File: config.mk
export PLATFORM = sky130hd
export DESIGN_NAME = stage_memory
export DESIGN_NICKNAME = d
export VERILOG_FILES = /design/src/rtl/stage_memory.sv
export SDC_FILE = /design/constraint.sdc
export NUM_CORES = 1
export LEC_CHECK = 0
export CORE_ASPECT_RATIO = 1.25
export CORE_MARGIN = 3
export CORE_UTILIZATION = 42
export CTS_CLUSTER_SIZE = 24
export DETAILED_ROUTE_END_ITERATION = 8
export GPL_ROUTABILITY_DRIVEN = 0
export GPL_TIMING_DRIVEN = 0
export PLACE_DENSITY = 0.75
export SLEW_MARGIN = 10
export SYNTH_ARGS = -nofsm -noshare
export SYNTH_HDL_FRONTEND = slang
export SYNTH_SLANG_ARGS = --single-unit
File: constraint.sdc
create_clock -name clk -period 11.5 [get_ports clk]
set_input_delay 1.15 -clock clk [delete_from_list [all_inputs] [get_ports clk]]
set_output_delay 1.15 -clock clk [all_outputs]
set_load 0.1 [all_outputs]
File: src/rtl/stage_memory.sv
// Memory pipeline stage: issues one data-bus access per load/store and registers
// results for writeback. Define MISALIGN_TRAP_EN to trap misaligned half/word accesses.
module stage_memory (
  input  logic        clk,
  input  logic        rst,
  input  logic [4:0]  ex_rd,
  input  logic [1:0]  ex_result_src,
  input  logic [31:0] ex_alu_result,
  input  logic [31:0] ex_write_data,
  input  logic [31:0] ex_instr_addr_plus,
  input  logic        ex_regfile_wr_enable,
  input  logic        ex_mem_rd_enable,
  input  logic        ex_mem_wr_enable,
  input  logic [2:0]  ex_funct3,
  output logic [4:0]  mem_rd,
  output logic [1:0]  mem_result_src,
  output logic [31:0] mem_alu_result,
  output logic [31:0] mem_instr_addr_plus,
  output logic        mem_regfile_wr_enable,
  output logic [31:0] mem_read_data,
  output logic        mem_stall,
  output logic        dbus_req,
  output logic        dbus_we,
  output logic [31:0] dbus_addr,
  output logic [3:0]  dbus_be,
  output logic [31:0] dbus_wdata,
  input  logic        dbus_gnt,
  input  logic        dbus_rvalid,
  input  logic [31:0] dbus_rdata,
`ifdef MISALIGN_TRAP_EN
  output logic        mem_misaligned,
`endif
  output logic [1:0]  dbg_state_o   // 0 IDLE, 1 REQ, 2 WAIT
);

  // Handshake: dbus_req with addr/we/be/wdata stays stable until the cycle
  // dbus_gnt=1; a load's data returns later with a single dbus_rvalid pulse.
  // gnt seen outside IDLE/REQ and rvalid seen outside WAIT are ignored.
  typedef enum logic [1:0] {
    S_IDLE = 2'd0,
    S_REQ  = 2'd1,
    S_WAIT = 2'd2
  } state_t;

  state_t state_q, state_d;

  logic [4:0]  cap_rd_q;
  logic [1:0]  cap_src_q;
  logic [31:0] cap_alu_q;
  logic [31:0] cap_wdata_q;
  logic [31:0] cap_pc4_q;
  logic        cap_we_q;
  logic [2:0]  cap_funct3_q;
  logic        cap_store_q;

  logic [4:0]  mem_rd_q;
  logic [1:0]  mem_src_q;
  logic [31:0] mem_alu_q;
  logic [31:0] mem_pc4_q;
  logic        mem_we_q;
  logic [31:0] mem_rdata_q;

  logic        is_idle;
  logic        ex_mem_op;
  logic        misaligned;
  logic        start_access;
  logic [4:0]  op_rd;
  logic [1:0]  op_src;
  logic [31:0] op_alu;
  logic [31:0] op_wdata;
  logic [31:0] op_pc4;
  logic        op_we;
  logic [2:0]  op_funct3;
  logic        op_store;
  logic        retire_pass;
  logic        retire_store;
  logic        retire_load;
  logic [7:0]  load_byte;
  logic [15:0] load_half;
  logic [31:0] load_ext;

  assign is_idle   = (state_q == S_IDLE);
  assign ex_mem_op = ex_mem_rd_enable | ex_mem_wr_enable;

`ifdef MISALIGN_TRAP_EN
  assign misaligned = ex_mem_op &&
                      (((ex_funct3[1:0] == 2'b01) && ex_alu_result[0]) ||
                       (ex_funct3[1] && (ex_alu_result[1:0] != 2'b00)));
`else
  assign misaligned = 1'b0;
`endif

  assign start_access = ex_mem_op & ~misaligned;

  // In IDLE the request is driven straight from ex_*; afterwards from the captured copy.
  assign op_rd     = is_idle ? ex_rd                : cap_rd_q;
  assign op_src    = is_idle ? ex_result_src        : cap_src_q;
  assign op_alu    = is_idle ? ex_alu_result        : cap_alu_q;
  assign op_wdata  = is_idle ? ex_write_data        : cap_wdata_q;
  assign op_pc4    = is_idle ? ex_instr_addr_plus   : cap_pc4_q;
  assign op_we     = is_idle ? ex_regfile_wr_enable : cap_we_q;
  assign op_funct3 = is_idle ? ex_funct3            : cap_funct3_q;
  assign op_store  = is_idle ? ex_mem_wr_enable     : cap_store_q;

  always_comb begin
    state_d      = state_q;
    dbus_req     = 1'b0;
    mem_stall    = 1'b0;
    retire_pass  = 1'b0;
    retire_store = 1'b0;
    retire_load  = 1'b0;
    case (state_q)
      S_IDLE: begin
        if (start_access) begin
          dbus_req = 1'b1;
          if (op_store && dbus_gnt) begin
            retire_store = 1'b1;
          end else begin
            mem_stall = 1'b1;
            state_d   = dbus_gnt ? S_WAIT : S_REQ;
          end
        end else begin
          retire_pass = 1'b1;
        end
      end
      S_REQ: begin
        dbus_req = 1'b1;
        if (dbus_gnt && op_store) begin
          retire_store = 1'b1;
          state_d      = S_IDLE;
        end else begin
          mem_stall = 1'b1;
          if (dbus_gnt) state_d = S_WAIT;
        end
      end
      S_WAIT: begin
        if (dbus_rvalid) begin
          retire_load = 1'b1;
          state_d     = S_IDLE;
        end else begin
          mem_stall = 1'b1;
        end
      end
      default: state_d = S_IDLE;
    endcase
  end

  // Byte lanes and write-data replication; half uses addr[1], word always lane 0.
  always_comb begin
    dbus_be    = 4'b1111;
    dbus_wdata = op_wdata;
    case (op_funct3[1:0])
      2'b00: begin
        dbus_be    = 4'b0001 << op_alu[1:0];
        dbus_wdata = {4{op_wdata[7:0]}};
      end
      2'b01: begin
        dbus_be    = op_alu[1] ? 4'b1100 : 4'b0011;
        dbus_wdata = {2{op_wdata[15:0]}};
      end
      default: begin
        dbus_be    = 4'b1111;
        dbus_wdata = op_wdata;
      end
    endcase
  end

  assign dbus_addr = {op_alu[31:2], 2'b00};
  assign dbus_we   = dbus_req & op_store;

  always_comb begin
    load_byte = dbus_rdata[7:0];
    case (op_alu[1:0])
      2'b00:   load_byte = dbus_rdata[7:0];
      2'b01:   load_byte = dbus_rdata[15:8];
      2'b10:   load_byte = dbus_rdata[23:16];
      default: load_byte = dbus_rdata[31:24];
    endcase
    load_half = op_alu[1] ? dbus_rdata[31:16] : dbus_rdata[15:0];
    case (op_funct3)
      3'b000:  load_ext = {{24{load_byte[7]}}, load_byte};
      3'b001:  load_ext = {{16{load_half[15]}}, load_half};
      3'b100:  load_ext = {24'd0, load_byte};
      3'b101:  load_ext = {16'd0, load_half};
      default: load_ext = dbus_rdata;
    endcase
  end

  always_ff @(posedge clk or posedge rst) begin
    if (rst) begin
      state_q      <= S_IDLE;
      cap_rd_q     <= '0;
      cap_src_q    <= '0;
      cap_alu_q    <= '0;
      cap_wdata_q  <= '0;
      cap_pc4_q    <= '0;
      cap_we_q     <= 1'b0;
      cap_funct3_q <= '0;
      cap_store_q  <= 1'b0;
      mem_rd_q     <= '0;
      mem_src_q    <= '0;
      mem_alu_q    <= '0;
      mem_pc4_q    <= '0;
      mem_we_q     <= 1'b0;
      mem_rdata_q  <= '0;
    end else begin
      state_q <= state_d;
      if (is_idle) begin
        cap_rd_q     <= ex_rd;
        cap_src_q    <= ex_result_src;
        cap_alu_q    <= ex_alu_result;
        cap_wdata_q  <= ex_write_data;
        cap_pc4_q    <= ex_instr_addr_plus;
        cap_we_q     <= ex_regfile_wr_enable;
        cap_funct3_q <= ex_funct3;
        cap_store_q  <= ex_mem_wr_enable;
      end
      if (retire_pass || retire_store || retire_load) begin
        mem_rd_q  <= op_rd;
        mem_src_q <= op_src;
        mem_alu_q <= op_alu;
        mem_pc4_q <= op_pc4;
        mem_we_q  <= op_we & ~retire_store & ~misaligned;
      end
      if (retire_load) mem_rdata_q <= load_ext;
    end
  end

`ifdef MISALIGN_TRAP_EN
  logic misaligned_q;

  always_ff @(posedge clk or posedge rst) begin
    if (rst) misaligned_q <= 1'b0;
    else     misaligned_q <= retire_pass & misaligned;
  end

  assign mem_misaligned = misaligned_q;
`endif

  assign mem_rd                = mem_rd_q;
  assign mem_result_src        = mem_src_q;
  assign mem_alu_result        = mem_alu_q;
  assign mem_instr_addr_plus   = mem_pc4_q;
  assign mem_regfile_wr_enable = mem_we_q;
  assign mem_read_data         = mem_rdata_q;
  assign dbg_state_o           = state_q;

endmodule

==> metrics.txt, run 1 <==
core area 21800 um^2; Remaining Overflow, GRT 0; TritonCTS clock tree yes; IO Count 322; post-synthesis mux area share 0.114; initial antenna violation count 1; 1st-pass router iterations 4; register area share after synthesis 0.567; width of the die roughly 140 um; Initial DRC Count 268; Critical Path Sink dbus_wdata[19]; crit path buf inv count 4; row cnt 60; Clock Pin Slew Worst Setup and Hold Paths 60 ps; H-tree depth 1; post-cts hold buffer count 0; final worst path period need 5540 ps; RSZ-0062 raised after global routing false; share of the synthesized area in the top cell type 0.567; Tcrit/Tclk final 0.482; CP arrival around 4400 ps; worst slew pin tran 1080 ps; GRT Resource Usage Total 0.221; routed len/inst 17.5 um; DR vias 7730; Yosys cell types 52; Avg Cell Area, Syn 10.2 um^2; post-route setup slack approximately 6000 ps; number of cells on the critical path 7; Final Skew ~8.0 ps; CP required 10350 ps; worst reg2reg setup slack 8750 ps; crit path max fanout 10; DP Wirelength just over 20000 um; hold path depth 2; Slew HR 0.275; Fmax 180 MHz; synthesis-to-layout area growth 46.4%; post-CTS setup buffers 0; Synth Cell Area 9440 um^2; # setup viols final 0; CP Cell Sequence clkdlybuf4s50_1 > mux2i_2 > clkbuf_1 > clkbuf_1 > nor2_1 > a21oi_1 > clkdlybuf4s50_1; Gate Count Post-Synth 929; synth top area cells dfrtp_1, nand2_1, mux2_2, buf_4, a21oi_1; Die H 174 um; number of synthesized flops with an enable pin 0; reg2reg start dbg_state_o[0]; kind of critical path input pin to primary output; WL final approximately 27000 um; post-route ant nets 0; Synthesis Warnings 0; vias in the first global route 8193; crit start category input pin; die area 24300 um^2; largest net degree at the start of global routing around 80; CTS root buffer clkbuf_16; Fin Setup TNS 0 ps; Synth Register Bits approximately 210; Initial Util 0.432; Final Hold Fails 0; Hold WC Path Type flop to flop; CP max-delay cell clkdlybuf4s50_1; Worst-Skew Late Latency 500 ps; Synth area leader dfrtp_1; Synth Area in XOR/XNOR 0; first-pass GRT wire length approximately 44000 um; cts bufs inserted 22; port bufs between 300 and 400; fin nets 1420; max-slew violations 0; asr flop ratio synth 1.00; simple-gate portion of the synthesized area 0.163; worst r2r path cells 7; share of cells above drive strength 1 0.151; CP delay by family, top buffers and inverters; status finished, final reports clean; max incr delay on CP 1180 ps; DRC viols 0; worst r2r dst mem_read_data[12]; Synth Area in Compound Gates 0.0839; main combinational cell family by area after synthesis simple AND/OR/NAND/NOR gates; clk sink count 214; adder-cell share of the synthesized area 0; Worst setup EP type primary output; Clock Tree Buf Depth 3; worst setup path startpoint ex_funct3[1]; CTS resizes 0; top_reg_cell synth dfrtp_1; Vias/cell 4.92; dpl ws 5960 ps; max cap viols 0
-- state kept, by name, indices dropped and copies added, names as in the netlist, 2 cells and up --
register,count
cap_alu_q,32
dbg_state_o,2
mem_alu_result,32
cap_rd_q,5
mem_read_data,32
cap_funct3_q,3
cap_wdata_q,32
cap_pc4_q,32
mem_result_src,2
mem_instr_addr_plus,32
mem_rd,5
cap_src_q,2
-- synthesized netlist by cell type (2+ instances only) --
| master | instances |
|---|---|
| a21oi_1 | 48 |
| clkbuf_1 | 28 |
| mux2_2 | 71 |
| mux2i_1 | 24 |
| buf_4 | 41 |
| nor3b_1 | 2 |
| a31oi_1 | 8 |
| nand3_1 | 3 |
| nor3_1 | 4 |
| a21oi_2 | 10 |
| or3_1 | 9 |
| o21a_1 | 7 |
| buf_1 | 2 |
| a2bb2oi_1 | 6 |
| inv_1 | 21 |
| o21ai_0 | 32 |
| nand2_1 | 290 |
| buf_2 | 7 |
| and2_1 | 7 |
| nor2_1 | 52 |
| dfrtp_1 | 214 |
| buf_6 | 12 |
| o22ai_1 | 2 |
-- layer usage --
layer | global-route usage | routed length, um | vias to the layer above
met4 | 0.0868 | 940 | 0
met2 | 0.384 | 14000 | 268
met3 | 0.0447 | 1710 | 58
li1 | - | - | 3704
met5 | 0 | 0 | -
met1 | 0.269 | 10800 | 3700
-- worst register-to-register path: stages (launching register included) --
cell and delay [ps]:
dfrtp_1 420, buf_6 160, nor2_2 410, mux2i_2 580
clkbuf_1 440, nand2_1 320, a21oi_1 190, a21oi_1 90
-- cell type report --
cell class | instances | area, um^2
Multi-Input combinational cell | 603 | 3410
Inverter | 23 | 95.1
Fill cell | 1834 | 8030
Buffer | 90 | 591
Clock inverter | 11 | 140
Timing Repair Buffer | 321 | 3250
Tap cell | 279 | 349
Antenna cell | 1 | 2.50
Clock buffer | 29 | 628
Sequential cell | 214 | 5360
-- how the worst min path moves through the flow --
stage / start / end / slack, ps
3_5_place_dp: cap_pc4_q[13] / cap_pc4_q[13] / 450
5_1_grt: cap_rd_q[2] / cap_rd_q[2] / 490
6_report: cap_rd_q[4] / cap_rd_q[4] / 460
4_1_cts: cap_pc4_q[13] / cap_pc4_q[13] / 470
2_1_floorplan: cap_pc4_q[0] / cap_pc4_q[0] / 440
3_3_place_gp: cap_pc4_q[1] / cap_pc4_q[1] / 450
-- cell families (layout without fill, tap and decap cells) --
family	after synthesis	in the layout
simple gates	380	380
other cells	1	3
flops	214	214
mux	97	97
compound gates	124	124
buf+inv	113	474
-- stage by stage --
stage	area [um^2]	cells	util	hold WS [ps]
4_1_cts	13800	1570	0.632	469
2_1_floorplan	9440	930	-	436
3_3_place_gp	13000	1528	0.594	448
3_5_place_dp	13000	1530	0.597	453
5_1_grt	13800	1570	0.632	488
6_report	13800	1571	0.633	463
-- placed cells by master (no fill, tap or decap), types with 2 or more instances in the layout --
cell type and count:
clkbuf_8 3, buf_4 41, nor2_1 52, clkdlybuf4s50_1 319, nand2_1 290, buf_6 12, o22ai_1 2, buf_1 2
clkbuf_16 23, or3_1 9, mux2i_1 24, a21oi_1 48, a31oi_1 8, and2_1 7, a21oi_2 10, nor3_1 4
o21ai_0 32, clkbuf_1 31, mux2_2 71, buf_16 2, conb_1 2, a2bb2oi_1 6, dfrtp_1 214, nand3_1 3
inv_1 20, buf_2 7, bufinv_16 3, clkinv_2 5, clkinvlp_4 4, o21a_1 7, nor3b_1 2
Power of run 1 is not shown: default switching activity piles up to over one toggle a cycle in this logic, so the estimate is an artifact.
==> run 2: changes to the inputs <==
Clock period 11.5 ns to 5.6 ns, I/O delays scaled along.
==> run 2 against run 1 <==
Effect of this change:
- die area is the same
- critical path depth grew 2
- final cell count grew 0.13%
- design area grew 0.46%
- critical path type is now flop to primary output
==> metrics.txt, run 2 (same netlist as run 1, synthesis figures left out) <==
cts bufs inserted 23; Die H 174 um; max cap viols 0; CP arrival 4370 ps; RSZ-0062 raised after global routing false; Final Hold Fails 0; commonest non-fill, non-tap cell in the layout clkdlybuf4s50_1; max-slew violations 0; CP Cell Sequence buf_6 > nor2_2 > clkbuf_1 > clkbuf_1 > nand2_1 > nand2_1 > nor2_1 > a21oi_1 > clkdlybuf4s50_1; worst slew pin tran 1070 ps; first-pass GRT wire length 43500 um; Initial Util 0.432; IO Count around 320; crit start category flop; post-CTS setup buffers 0; Remaining Overflow, GRT 0; core area ~22000 um^2; Final Skew 11.8 ps; port bufs 319; 1st-pass router iterations 4; Tcrit/Tclk final 0.881; DRC viols 0; status finished, final reports clean; routed len/inst ~17 um; Initial DRC Count ~320; final worst path period need 4930 ps; H-tree depth 1; crit path max fanout 10; WL final 27400 um; CTS resizes 0; Slew HR 0.284; Worst-Skew Late Latency 510 ps; DR vias 7734; post-cts hold buffer count 0; fin nets approximately 1400; row cnt 60; post-route ant nets 0; CTS root buffer clkbuf_16; share of cells above drive strength 1 0.152; final core utilization 0.636; Hold WC Path Type input pin to asynchronous set/reset pin; Clock Tree Buf Depth 3; Fin Hold WS ~410 ps; die area 24300 um^2; kind of critical path flop to primary output; most frequent cells in the layout clkdlybuf4s50_1, nand2_1, dfrtp_1; non-filler instance count after layout 1573; largest net degree at the start of global routing 38; max incr delay on CP ~1200 ps; DP Wirelength 20200 um; CP required 5040 ps; # setup viols final 0; Fmax 203 MHz; clk sink count 214; Worst setup EP type primary output; Clock Pin Slew Worst Setup and Hold Paths 60 ps; Fin Setup TNS 0 ps; CP max-delay cell clkdlybuf4s50_1; width of the die approximately 140 um; initial antenna violation count 2; FILL cells 1783; TritonCTS clock tree yes; synthesis-to-layout area growth 47.1%; vias in the first global route between 8000 and 9000; GRT Resource Usage Total 0.221; dpl cells 1534; Vias/cell between 4 and 5
-- run 2: final cells by class --
cell class / count / area, um^2 / area share
clock buffer: 31 / 656 / 0.0472
multi-input combinational: 603 / 3410 / 0.246
timing repair buffer: 325 / 3310 / 0.239
tap: 279 / 349 / 0.0251
antenna: 2 / 5.00 / 0.000360
inverter: 23 / 91.3 / 0.00658
buffer: 90 / 591 / 0.0425
sequential: 214 / 5360 / 0.386
clock inverter: 6 / 113 / 0.00811
-- run 2: per-layer routing --
metal  GRT usage  share of wire  up-vias
met5           0              0        -
met4      0.0711          0.027        0
met3      0.0361          0.055       42
met2       0.392           0.52      241
met1       0.275           0.40     3745
li1            -              -     3706
-- run 2: through the flow --
stage / area [um^2] / setup WS, ps
2_1_floorplan: 9450 / 925
3_3_place_gp: 13000 / 572
3_5_place_dp: 13100 / 1160
4_1_cts: 13900 / 545
5_1_grt: 13900 / 378
6_report: 13900 / 667
-- run 2: critical path, delay by kind of cell (launching register included) --
kind,cells,cell delay (ps)
buffers and inverters,4,2630
AND/OR/NAND/NOR,4,630
flip-flops,1,410
AO/OA/AOI/OAI,1,190
-- run 2: path summary, 6_finish.rpt --
path | startpoint | end | cells after the start | slack [ps]
min in group clk | cap_pc4_q[21] | cap_pc4_q[21] | 2 | 470
worst max-delay path | dbg_state_o[0] | dbus_wdata[21] | 9 | 670
worst max register to register | dbg_state_o[0] | mem_read_data[11] | 8 | 2850
worst min-delay path | rst | cap_alu_q[26] | 2 | 410
worst min register to register | cap_pc4_q[21] | cap_pc4_q[21] | 2 | 470
max in group asynchronous | rst | mem_instr_addr_plus[7] | 6 | 3940
Power of run 2 is left out for the same reason.
